## config.mk

```make
export PLATFORM = sky130hd
export DESIGN_NAME = downscale_block_16_flat
export DESIGN_NICKNAME = d
export VERILOG_FILES = /design/src/rtl/downscale_block_16_if.sv /design/src/rtl/downscale_block_16.sv /design/src/flat_wrapper.sv
export SDC_FILE = /design/constraint.sdc
export NUM_CORES = 1
export LEC_CHECK = 0
export ABC_AREA = 1
export ABC_CLOCK_PERIOD_IN_PS = 7700
export CELL_PAD_IN_SITES_DETAIL_PLACEMENT = 2
export CELL_PAD_IN_SITES_GLOBAL_PLACEMENT = 2
export CORE_ASPECT_RATIO = 0.9
export CORE_MARGIN = 2
export CORE_UTILIZATION = 43
export CTS_BUF_LIST = sky130_fd_sc_hd__clkbuf_16
export DETAILED_ROUTE_END_ITERATION = 10
export PLACE_DENSITY_LB_ADDON = 0.25
export SLEW_MARGIN = 10
export SYNTH_ARGS = -nofsm -noshare
export SYNTH_HDL_FRONTEND = slang
export SYNTH_SLANG_ARGS = --single-unit
```

## constraint.sdc

```tcl
create_clock -name clock_i -period 7.7 [get_ports clock_i]
set_clock_uncertainty 0.1 [all_clocks]
set_input_delay 1.925 -clock clock_i [delete_from_list [all_inputs] [get_ports clock_i]]
set_output_delay 1.925 -clock clock_i [all_outputs]
set_load 0.01 [all_outputs]
```

## src/rtl/downscale_block_16_if.sv

```systemverilog
// Sample/result bundle between the softmax scoring stage, the downscale
// stage and the exponent stage.
interface downscale_block_16_if #(
    parameter int DATA_SIZE = 16
);
    logic [DATA_SIZE-1:0] downscale_data_i;
    logic                 downscale_data_valid_i;
    logic                 downscale_ready_o;
    logic [DATA_SIZE-1:0] downscale_data_o;
    logic                 downscale_data_valid_o;
    logic                 downscale_done_o;

    modport slave (
        input  downscale_data_i,
        input  downscale_data_valid_i,
        output downscale_ready_o,
        output downscale_data_o,
        output downscale_data_valid_o,
        output downscale_done_o
    );

    modport master (
        output downscale_data_i,
        output downscale_data_valid_i,
        input  downscale_ready_o,
        input  downscale_data_o,
        input  downscale_data_valid_o,
        input  downscale_done_o
    );
endinterface

```

## src/rtl/downscale_block_16.sv

```systemverilog
// Softmax max-subtract stage: buffers a vector, tracks its maximum, then streams x_i - max.
// Optional macro DOWNSCALE_SAT_EN saturates differences below -32767/256 to 16'h8001.
module downscale_block_16 #(
    parameter int DATA_SIZE  = 16,
    parameter int VECTOR_LEN = 8,
    parameter int ADDR_SIZE  = $clog2(VECTOR_LEN)
) (
    input  logic                 clock_i,
    input  logic                 reset_n_i,
    downscale_block_16_if.slave  ds
);

    typedef enum logic [1:0] {
        ST_LOAD = 2'd0,
        ST_SUB  = 2'd1,
        ST_DONE = 2'd2
    } state_e;

    localparam logic [ADDR_SIZE-1:0] LAST_IDX = ADDR_SIZE'(VECTOR_LEN - 1);
    localparam logic [ADDR_SIZE-1:0] IDX_ONE  = ADDR_SIZE'(1);

`ifdef DOWNSCALE_SAT_EN
    localparam logic signed [DATA_SIZE:0] SAT_LIMIT = {2'b11, {(DATA_SIZE-2){1'b0}}, 1'b1};
    localparam logic [DATA_SIZE-1:0]      SAT_CODE  = {1'b1, {(DATA_SIZE-2){1'b0}}, 1'b1};
`endif

    // Difference is formed one bit wider so the out-of-range case is visible.
    function automatic logic [DATA_SIZE-1:0] sub_max(
        input logic [DATA_SIZE-1:0] x,
        input logic [DATA_SIZE-1:0] m
    );
`ifdef DOWNSCALE_SAT_EN
        logic signed [DATA_SIZE:0] diff;
        diff = $signed({x[DATA_SIZE-1], x}) - $signed({m[DATA_SIZE-1], m});
        if (diff < SAT_LIMIT) begin
            return SAT_CODE;
        end else begin
            return diff[DATA_SIZE-1:0];
        end
`else
        return x - m;
`endif
    endfunction

    state_e                 state_q, state_d;
    logic [ADDR_SIZE-1:0]   load_cnt_q, load_cnt_d;
    logic [ADDR_SIZE-1:0]   sub_cnt_q, sub_cnt_d;
    logic [DATA_SIZE-1:0]   max_q, max_d;
    logic [DATA_SIZE-1:0]   data_q, data_d;
    logic                   valid_q, valid_d;
    logic                   done_q, done_d;
    logic                   buf_we_s;
    logic [DATA_SIZE-1:0]   buf_q [VECTOR_LEN];

    // Next-state, counter, max tracking and output computation.
    always_comb begin
        state_d    = state_q;
        load_cnt_d = load_cnt_q;
        sub_cnt_d  = sub_cnt_q;
        max_d      = max_q;
        data_d     = data_q;
        valid_d    = 1'b0;
        done_d     = 1'b0;
        buf_we_s   = 1'b0;
        case (state_q)
            ST_LOAD: begin
                if (ds.downscale_data_valid_i) begin
                    buf_we_s = 1'b1;
                    if (load_cnt_q == '0) begin
                        max_d = ds.downscale_data_i;
                    end else if ($signed(ds.downscale_data_i) > $signed(max_q)) begin
                        max_d = ds.downscale_data_i;
                    end else begin
                        max_d = max_q;
                    end
                    if (load_cnt_q == LAST_IDX) begin
                        load_cnt_d = '0;
                        sub_cnt_d  = '0;
                        state_d    = ST_SUB;
                    end else begin
                        load_cnt_d = load_cnt_q + IDX_ONE;
                    end
                end else begin
                    buf_we_s = 1'b0;
                end
            end
            ST_SUB: begin
                data_d  = sub_max(buf_q[sub_cnt_q], max_q);
                valid_d = 1'b1;
                if (sub_cnt_q == LAST_IDX) begin
                    sub_cnt_d = '0;
                    state_d   = ST_DONE;
                end else begin
                    sub_cnt_d = sub_cnt_q + IDX_ONE;
                end
            end
            ST_DONE: begin
                done_d  = 1'b1;
                state_d = ST_LOAD;
            end
            default: begin
                state_d = ST_LOAD;
            end
        endcase
    end

    // Control state and registered outputs.
    always_ff @(posedge clock_i or negedge reset_n_i) begin
        if (!reset_n_i) begin
            state_q    <= ST_LOAD;
            load_cnt_q <= '0;
            sub_cnt_q  <= '0;
            max_q      <= '0;
            data_q     <= '0;
            valid_q    <= 1'b0;
            done_q     <= 1'b0;
        end else begin
            state_q    <= state_d;
            load_cnt_q <= load_cnt_d;
            sub_cnt_q  <= sub_cnt_d;
            max_q      <= max_d;
            data_q     <= data_d;
            valid_q    <= valid_d;
            done_q     <= done_d;
        end
    end

    // Sample buffer; contents are don't-care after reset.
    always_ff @(posedge clock_i) begin
        if (buf_we_s) begin
            buf_q[load_cnt_q] <= ds.downscale_data_i;
        end
    end

    assign ds.downscale_ready_o      = (state_q == ST_LOAD);
    assign ds.downscale_data_o       = data_q;
    assign ds.downscale_data_valid_o = valid_q;
    assign ds.downscale_done_o       = done_q;

endmodule

```

## src/flat_wrapper.sv

```systemverilog
// flat-port wrapper written by rule: the top's interface ports become plain ports
module downscale_block_16_flat 
#(
    parameter int DATA_SIZE  = 16,
    parameter int VECTOR_LEN = 8,
    parameter int ADDR_SIZE  = $clog2(VECTOR_LEN)
)
  (clock_i, reset_n_i, ds_downscale_data_i, ds_downscale_data_valid_i, ds_downscale_ready_o, ds_downscale_data_o, ds_downscale_data_valid_o, ds_downscale_done_o);
  downscale_block_16_if #(.DATA_SIZE(DATA_SIZE)) ds_i ();
  input  logic clock_i;
  input  logic reset_n_i;
  input wire logic [$bits(ds_i.downscale_data_i)-1:0] ds_downscale_data_i;
  input wire logic [$bits(ds_i.downscale_data_valid_i)-1:0] ds_downscale_data_valid_i;
  output wire logic [$bits(ds_i.downscale_ready_o)-1:0] ds_downscale_ready_o;
  output wire logic [$bits(ds_i.downscale_data_o)-1:0] ds_downscale_data_o;
  output wire logic [$bits(ds_i.downscale_data_valid_o)-1:0] ds_downscale_data_valid_o;
  output wire logic [$bits(ds_i.downscale_done_o)-1:0] ds_downscale_done_o;
  assign ds_i.downscale_data_i = ds_downscale_data_i;
  assign ds_i.downscale_data_valid_i = ds_downscale_data_valid_i;
  assign ds_downscale_ready_o = ds_i.downscale_ready_o;
  assign ds_downscale_data_o = ds_i.downscale_data_o;
  assign ds_downscale_data_valid_o = ds_i.downscale_data_valid_o;
  assign ds_downscale_done_o = ds_i.downscale_done_o;
  downscale_block_16 #(.DATA_SIZE(DATA_SIZE), .VECTOR_LEN(VECTOR_LEN), .ADDR_SIZE(ADDR_SIZE)) u_core (.clock_i(clock_i), .reset_n_i(reset_n_i), .ds(ds_i));
endmodule
```

==> impl_metrics.env <==
export IMPL_status="completed"
export IMPL_end_kind="flop"
export IMPL_synthFlopType="edfxtp_1"
export IMPL_clk_pin_slew_ns=0.07
export IMPL_grt_total_usage_pct=28.98
export IMPL_post_drt_wl_per_cell_um=26.01
export IMPL_layout_drive_gt1_share_pct=7.587
export IMPL_num_rows=46
export IMPL_critical_path_required_ns=7.91
export IMPL_final_cell_area_sq_um=9025
export IMPL_synth_commonest_cells="128 x edfxtp_1, 125 x nor2_1, 118 x nand2_1"
export IMPL_critPathKind="input pin to flop"
export IMPL_maxCapViolations=0
export IMPL_synth_area_leaders="edfxtp_1 49%, dfrtp_1 13%, nor2_1 6.0%"
export IMPL_grt_pass1_vias=6723
export IMPL_grt_pass1_wl_um=41220
export IMPL_worst_pin_slew_ns=1.102
export IMPL_ios=38
export IMPL_globalRoute_busiestLayer="met2"
export IMPL_dpl_cell_area_sq_um=8474
export IMPL_hpwlAfterDp_um=17050
export IMPL_fillers=1800
export IMPL_vdd_drop_max_mv=0.2869
export IMPL_htree_levels=4
export IMPL_yosysTopAreaCell="edfxtp_1"
export IMPL_clk_path_buf_depth=2
export IMPL_hold_violations=0
export IMPL_dr_pass1_iters=4
export IMPL_hold_class="flop to flop"
export IMPL_antenna_found_initial=0
export IMPL_met1_usage_pct=34.58
export IMPL_slew_headroom_pct=26.44
export IMPL_hold_buffers=0
export IMPL_period_minus_slack_ns=4.437
export IMPL_use_met2_pct=51.57
export IMPL_grt_max_degree=67
export IMPL_critPathLaunchType="input pin"
export IMPL_synth_top_area_share_pct=48.93
export IMPL_power_leakage_nw=3.593
export IMPL_fp_dieH_um=132.2
export IMPL_fmax_ghz=0.2254
export IMPL_synth_edf_count=128
export IMPL_synth_cell_types=35
export IMPL_drc=0
export IMPL_cts_buffers_inserted=17
export IMPL_async_reset_ff_share_pct=24.71
export IMPL_core_area_sq_um=17780
export IMPL_netlist_area_sq_um=7855
export IMPL_use_met3_pct=4.913
export IMPL_cts_tree="yes"
export IMPL_setup_viol=0
export IMPL_worstPathMaxFanout=17
export IMPL_diodes=0
export IMPL_slew_viol_final=0
export IMPL_worstPathArrival_ns=4.65
export IMPL_yosysMostFrequentCell="edfxtp_1"
export IMPL_syn_nets=809
export IMPL_rsz0062_at_grt="false"
export IMPL_dieArea_sq_um=19370
export IMPL_cts_sinks=170
export IMPL_finalSetupTns_ns=0
export IMPL_ys_warn_count=0
export IMPL_globalRoute_totalOverflow=0
export IMPL_syn_to_final_growth_pct=14.89
export IMPL_drt_initial_drc_count=363
export IMPL_root_buffer="clkbuf_16"
export IMPL_yosys_register_bits=170
export IMPL_num_nets_final=847
export IMPL_avgViaCountPerCell=5.752
export IMPL_cts_setup_buffers=0
export IMPL_vias=6005
export IMPL_avgSynthCellArea_sq_um=10.43
export IMPL_cellPowerDensity_nw_per_um2=478.0
export IMPL_yosysSeqAreaShare_pct=62.31
export IMPL_totalWireLength_um=27150
export IMPL_post_cts_resized=0
export IMPL_postSynthCellCount=753
export IMPL_portBuffers=37
export IMPL_clk_insertion_delay_late_ns=0.44
export IMPL_die_w_um=146.5
export IMPL_initial_core_util_pct=44.17
export IMPL_place_gp_congestion=0.8187
export IMPL_final_period_utilization_pct=57.62
export IMPL_ant_nets=0
[critical path: stages]
cell	delay, ns
clkdlybuf4s50_1	0.65
ha_1	0.48
nand2_1	0.11
nor2_1	0.20
nand2_1	0.13
nor2_2	0.13
nand2_1	0.10
nand4_1	0.11
nand3_2	0.11
nand2_4	0.22
nand2_4	0.24
nand2_1	0.14
nand2_1	0.10
[per-layer routing]
| metal | vias up | share of wire (%) |
|---|---|---|
| met5 | - | 0 |
| met4 | 0 | 4.3 |
| met3 | 61 | 3.0 |
| met2 | 137 | 52 |
| met1 | 3138 | 41 |
| li1 | 2669 | - |
[state kept, by name (all words and copies together), names as in the netlist]
name	count
u_core.load_cnt_q	3
u_core.buf_q	128
u_core.sub_cnt_q	3
u_core.ds.downscale_done_o	1
u_core.ds.downscale_data_valid_o	1
u_core.ds.downscale_data_o	16
u_core.max_q	16
u_core.state_q	2
[path summary, 6_finish.rpt]
kind / startpoint / end / slack [ns] / cells past startpoint
setup reg to reg: u_core.sub_cnt_q[0]$_DFFE_PN0P_ / u_core.ds.downscale_data_o[15]$_DFFE_PN0P_ / 3.30 / 17
setup / recovery: ds_downscale_data_i[10] / u_core.max_q[15]$_DFFE_PN0P_ / 3.26 / 13
max in group asynchronous: reset_n_i / u_core.sub_cnt_q[0]$_DFFE_PN0P_ / 5.18 / 1
min in group asynchronous: reset_n_i / u_core.ds.downscale_data_valid_o$_DFF_PN0_ / 1.59 / 1
hold / removal: u_core.state_q[0]$_DFFE_PN0P_ / u_core.ds.downscale_done_o$_DFF_PN0_ / 0.37 / 1
hold reg to reg: u_core.state_q[0]$_DFFE_PN0P_ / u_core.ds.downscale_done_o$_DFF_PN0_ / 0.37 / 1
[placed cells by master, fill, tap and decap left out, types with 10 or more instances in the layout]
cell	count
ha_1	36
clkdlybuf4s50_1	36
o22ai_1	17
inv_1	57
o21ai_0	85
nand2_1	118
buf_4	12
dfrtp_1	41
clkbuf_16	17
nand2_2	10
nor2_1	125
nand3_1	33
edfxtp_1	128
a31oi_1	17
a21oi_1	17
[power by group]
group / internal (mW) / leakage (nW) / switching (mW)
combinational: 0.700 / 1.65 / 1.49
clock: 0.445 / 0.260 / 0.390
sequential: 1.18 / 1.68 / 0.106
total: 2.32 / 3.59 / 1.99
[layout make-up]
cell class / instances / area [sq um] / area share [%]
Clock inverter: 15 / 125.1 / 1.386
Multi-Input combinational cell: 496 / 2609 / 28.91
Sequential cell: 170 / 4896 / 54.25
Inverter: 57 / 214.0 / 2.371
Tap cell: 240 / 300.3 / 3.327
Timing Repair Buffer: 49 / 455.4 / 5.046
Clock buffer: 17 / 425.4 / 4.714
[cells by family (layout without fill, tap and decap cells)]
logic type / Yosys count / in the layout / share of synthesized area [%]
buffers and inverters: 87 / 138 / 4.476
flip-flops: 170 / 170 / 62.31
AND/OR/NAND/NOR: 302 / 302 / 16.01
AO/OA/AOI/OAI: 150 / 150 / 10.43
XOR/XNOR: 7 / 7 / 0.7805
adder cells (fa/ha/maj): 37 / 37 / 5.989
[stage by stage]
| step | total power [mW] | instances | worst slack [ns] | hold WS [ns] | utilization [%] |
|---|---|---|---|---|---|
| 2_1_floorplan | 2.632 | 753 | 4.229 | 0.3217 | - |
| 3_3_place_gp | 3.186 | 1012 | 3.245 | 0.3405 | 47.65 |
| 3_5_place_dp | 3.397 | 1012 | 2.971 | 0.3710 | 47.65 |
| 4_1_cts | 4.316 | 1044 | 3.290 | 0.3812 | 50.75 |
| 5_1_grt | 4.579 | 1044 | 3.106 | 0.4030 | 50.75 |
| 6_report | 4.314 | 1044 | 3.263 | 0.3730 | 50.75 |
Note: power is estimated with default switching activity, not from simulation.
==> RTL edit 1: new RTL, same flow settings <==
The 3 states of `state_e` get a one-hot encoding in 3 bits.
--- a/src/rtl/downscale_block_16.sv
+++ b/src/rtl/downscale_block_16.sv
@@ -12,6 +12,6 @@
 
-    typedef enum logic [1:0] {
-        ST_LOAD = 2'd0,
-        ST_SUB  = 2'd1,
-        ST_DONE = 2'd2
+    typedef enum logic [2:0] {
+        ST_LOAD = 3'b001,
+        ST_SUB  = 3'b010,
+        ST_DONE = 3'b100
     } state_e;
Formal check against the unedited RTL: same outputs for any inputs over 10 cycles, from zero or initial values and one cycle with reset_n_i low; not proved beyond that.
==> RTL edit 1 against the original RTL <==
  * Core utilization fell by 0.43 points
  * Routed wire length shrank 8.1%
  * Total power decreased by 4.5%
  * Die area increased by 0.83%
  * Fmax fell by 1.0%
  * Sequential cell count up 1
  * Cell count is 0.29% higher
  * Worst setup slack worse by 0.046 ns
  * Final area is 1.6% higher
  * Combinational power fell by 11%
  * Sequential share of layout area fell by 0.59 points
  * Critical path depth is the same
  * Synthesized area up 0.86%
  * Largest cell class unchanged
==> RTL edit 1: results (changes against the original RTL) <==
* Antenna violations before repair at 0 (unchanged)
* DP Area at 8570 µm² (+1.1%)
* WHS at 0.344 ns (-0.0291 ns)
* Drt pass-1 iters at 5 (+1)
* Largest net degree at the start of global routing at 69 (+3.0%)
* Worst R2R End: u_core.ds.downscale_data_o[12]$_DFFE_PN0P_
* Syn nets at 807 (-0.25%)
* GRT Total Usage at 27.0% (-2.0 points)
* Leakage at 3.66 nW (+2.0%)
* Clock latency on the worst-skew pair at 0.44 ns (about the same)
* Synth area leaders: edfxtp_1, dfrtp_1, ha_1
* Met3 wire len at 683 µm (-17%)
* Placer Congestion at 0.808 (-1.4%)
* Pre-CTS setup slack at 2.90 ns (-0.0702 ns)
* Maximum VDD drop at 194 µV (-33%)
* DP Cell Count at 1015 (+0.30%)
* Internal reg-to-reg setup slack at 3.38 ns (+0.08 ns)
* Crit path DAT at 4.69 ns (+0.04 ns)
* Met2 WL at 13200 µm (-6.4%)
* Commonest cells in the netlist: edfxtp_1, nor2_1, nand2_1
* NumNets Final at 845 (-0.24%)
* Worst-path clk slew at 0.07 ns (about the same)
* Synth cell types at 35 (unchanged)
* Largest register by flop count: u_core.buf_q
* Synth Area in Compound Gates at 9.59% (-0.85 points)
* Vias at 5862 (-2.4%)
* Asr flop ratio synth at 25.1% (+0.44 points)
* GRT Residual Overflow at 0 (unchanged)
* Hpwl dp at 16000 µm (-6.1%)
* Filler instances at 1881 (+4.5%)
* IO buf count at 37 (unchanged)
* Worst rel slew slack at 26.6% (+0.18 points)
* Max layer used: met4
* Routed WL per cell at 23.8 µm (-8.4%)
* Min-Delay Path Class: flip-flop to flip-flop
* Adder-cell area share of the yosys netlist at 5.94% (-0.051 points)
* Synth warnings at 0 (unchanged)
* Syn Area/Cell at 10.5 µm² (+1.1%)
* Status: finished, final reports clean
* Num CTS Buffers at 17 (unchanged)
* Hold Path Cell Cnt at 1 (unchanged)
* Post-Route WL at 25000 µm (-8.1%)
* First-pass GRT wire length at 39400 µm (-4.5%)
* FF-to-FF path depth at 16 (-1)
* Met1 Routed Length at 10300 µm (-7.2%)
* Layout cells sized above 1 at 9.98% (+2.4 points)
* Max reg flops at 128 (unchanged)
* Sequential area share after synthesis at 62.1% (-0.20 points)
* Vias in the first global route at 6719 (-0.059%)
* ANT cells at 0 (unchanged)
* WHS Endpoint: u_core.ds.downscale_done_o$_DFF_PN0_
* Area grow syn2layout at 15.8%
* Initial DRC count at 297 (-18%)
* Xor/xnor share of the synthesized area at 1.11% (+0.32 points)
* Mux cell area share after synthesis at 0% (unchanged)
* Hold Startpoint: u_core.state_q[1]$_DFFE_PN0P_
* Hold Buf Count CTS at 0 (unchanged)
* Worst R2R Start: u_core.sub_cnt_q[0]$_DFFE_PN0P_
-- RTL edit 1: cell types whose count changed in the layout (fill, tap and decap cells not counted), moves of 3 or more --
cell	unedited run	this run
nand3_1	33	37
inv_1	57	53
clkinvlp_4	3	0
o21ai_0	85	77
nor3_2	0	4
inv_6	2	6
clkinv_1	3	0
a31oi_1	17	14
nor2_1	125	117
nand2_1	118	114
nand2_2	10	21
a21oi_1	17	20
-- RTL edit 1: per-layer routing --
metal / up-vias / GRT usage, %
li1: 2670 / -
met1: 3031 / 32.3
met3: 43 / 4.83
met5: - / 0
met4: 0 / 11.4
met2: 118 / 48.1
-- RTL edit 1: power breakdown --
part           switching (mW)  internal, mW  leakage, nW  total, mW
combinational            1.30         0.656         1.66       1.96
clock                   0.412         0.493        0.303      0.905
sequential             0.0920          1.16         1.70       1.26
-- RTL edit 1: kinds of logic (layout without fill, tap and decap cells) --
family	count (synthesis)	after routing
AO/OA/AOI/OAI	140	140
flip-flops	171	171
AND/OR/NAND/NOR	311	311
buffers and inverters	82	133
XOR/XNOR	10	10
adder cells (fa/ha/maj)	37	37
-- RTL edit 1: final cells by class --
cell class                 instances  share of cell area [%]
clock buffer                      17                    4.64
inverter                          53                    2.17
multi-input combinational        498                    29.3
sequential                       171                    53.7
clock inverter                    15                    1.96
tap                              245                    3.34
timing repair buffer              48                    4.88
-- RTL edit 1: worst max path at each step --
stage | start | endpoint | slack (ns) | cells after the start
2_1_floorplan | ds_downscale_data_valid_i | u_core.buf_q[6][0]$_DFFE_PP_ | 3.79 | 4
3_3_place_gp | ds_downscale_data_i[8] | u_core.max_q[15]$_DFFE_PN0P_ | 3.18 | 13
3_5_place_dp | ds_downscale_data_i[8] | u_core.max_q[3]$_DFFE_PN0P_ | 2.90 | 13
4_1_cts | ds_downscale_data_i[8] | u_core.max_q[3]$_DFFE_PN0P_ | 3.22 | 13
5_1_grt | u_core.sub_cnt_q[0]$_DFFE_PN0P_ | u_core.ds.downscale_data_o[12]$_DFFE_PN0P_ | 2.87 | 16
6_report | ds_downscale_data_i[8] | u_core.max_q[3]$_DFFE_PN0P_ | 3.22 | 13
-- RTL edit 1: worst max-delay path, stage by stage --
cell	delay (ns)
clkdlybuf4s50_1	0.71
ha_1	0.45
nand2_1	0.05
nor2_1	0.26
nand2_1	0.14
nor2_2	0.14
nand2_1	0.09
nand4_1	0.13
nand3_2	0.12
nand2_4	0.23
nand2_4	0.22
nand2_1	0.12
nand2_1	0.09
==> RTL edit 2: new RTL, same settings <==
Without the edit above. `DATA_SIZE` is set to 16 in 3 places; all go to 32.
--- a/src/rtl/downscale_block_16_if.sv
+++ b/src/rtl/downscale_block_16_if.sv
@@ -3,3 +3,3 @@
 interface downscale_block_16_if #(
-    parameter int DATA_SIZE = 16
+    parameter int DATA_SIZE = 32
 );
--- a/src/rtl/downscale_block_16.sv
+++ b/src/rtl/downscale_block_16.sv
@@ -3,3 +3,3 @@
 module downscale_block_16 #(
-    parameter int DATA_SIZE  = 16,
+    parameter int DATA_SIZE  = 32,
     parameter int VECTOR_LEN = 8,
--- a/src/flat_wrapper.sv
+++ b/src/flat_wrapper.sv
@@ -3,3 +3,3 @@
 #(
-    parameter int DATA_SIZE  = 16,
+    parameter int DATA_SIZE  = 32,
     parameter int VECTOR_LEN = 8,
Ports: changed (resized ds_downscale_data_i and ds_downscale_data_o); port bits go from 38 to 70. The function was not compared with the original's and may differ.
==> RTL edit 2 against the original RTL <==
  * Sequential cell count increased by 160
  * First-iteration DRC count increased by 120%
  * Sequential power increased by 96%
  * Core utilization decreased by 0.30 points
  * Routed wire length increased by 93%
  * Worst setup slack got worse by 0.33 ns
  * Total power increased by 110%
  * Synthesized area increased by 97%
  * Final area increased by 97%
  * Critical path type unchanged
  * Highest routed layer unchanged
==> RTL edit 2: results (changes against the original RTL) <==
* Status: finished, final reports clean
* First-pass GRT wire length at 80600 µm (+96%)
* Internal reg-to-reg setup slack at 3.03 ns (-0.27 ns)
* Sequential power share at 28.3% (-1.5 points)
* Vias at 11.8k (+96%)
* Finished Layout Cells at 2042 (+96%)
* Non-clk bufs at 87 (+78%)
* Layout cells sized above 1 at 7.76% (+0.17 points)
* Largest net degree at the start of global routing at 91 (+36%)
* Syn Area/Cell at 10.4 µm² (about the same)
* FF-to-FF path depth at 16 (-1)
* CTS Buffer Depth at 3 (+1)
* Worst-Margin Slew at 1.04 ns (-0.0602 ns)
* Global Route met1 Usage at 36.3% (+1.7 points)
* Signal inverters at 85 (+49%)
* Crit path DAT at 5.07 ns (+0.42 ns)
* Syn nets at 1586 (+96%)
* Clock latency on the worst-skew pair at 0.54 ns (+0.10 ns)
* Hpwl dp at 34000 µm (+100%)
* FF/Latch Area at 9550 µm² (+95%)
* Met2 global-route usage at 50.4% (-1.2 points)
* Met1 Routed Length at 22400 µm (+100%)
* Met2 WL at 26400 µm (+87%)
* Met3 usage at 3.86% (-1.0 points)
* DP Area at 16600 µm² (+96%)
* Sw Ratio at 47.3% (+1.1 points)
* Num CTS Buffers at 37 (+20)
* Leakage at 6.81 nW (+89%)
* P_comb at 4.72 mW (+120%)
* P_seq at 2.53 mW (+96%)
* Adder-cell area share of the yosys netlist at 5.63% (-0.36 points)
* IO buf count at 69 (+86%)
* H-tree Lvls at 2 (-2)
* Synth Register Bits at 330 (+94%)
* Number of synthesized flops with an enable pin at 256 (+100%)
* Placer Congestion at 0.855 (+4.4%)
-- RTL edit 2: cell types whose count changed after synthesis, sizes merged, moves of 27 or more --
cell	delta
ha	+32
nand2	+101
edfxtp	+128
nor2	+149
inv	+27
nand3	+28
dfrtp	+32
o21ai	+88
a21oi	+37
-- RTL edit 2: worst max-delay path by stage --
stage / startpoint / to / cells after the start
2_1_floorplan: ds_downscale_data_valid_i / u_core.buf_q[0][0]$_DFFE_PP_ / 5
3_3_place_gp: ds_downscale_data_i[31] / u_core.max_q[7]$_DFFE_PN0P_ / 12
3_5_place_dp: ds_downscale_data_i[31] / u_core.max_q[7]$_DFFE_PN0P_ / 12
4_1_cts: ds_downscale_data_i[31] / u_core.max_q[17]$_DFFE_PN0P_ / 12
5_1_grt: u_core.sub_cnt_q[0]$_DFFE_PN0P_ / u_core.ds.downscale_data_o[26]$_DFFE_PN0P_ / 16
6_report: ds_downscale_data_i[31] / u_core.max_q[17]$_DFFE_PN0P_ / 12
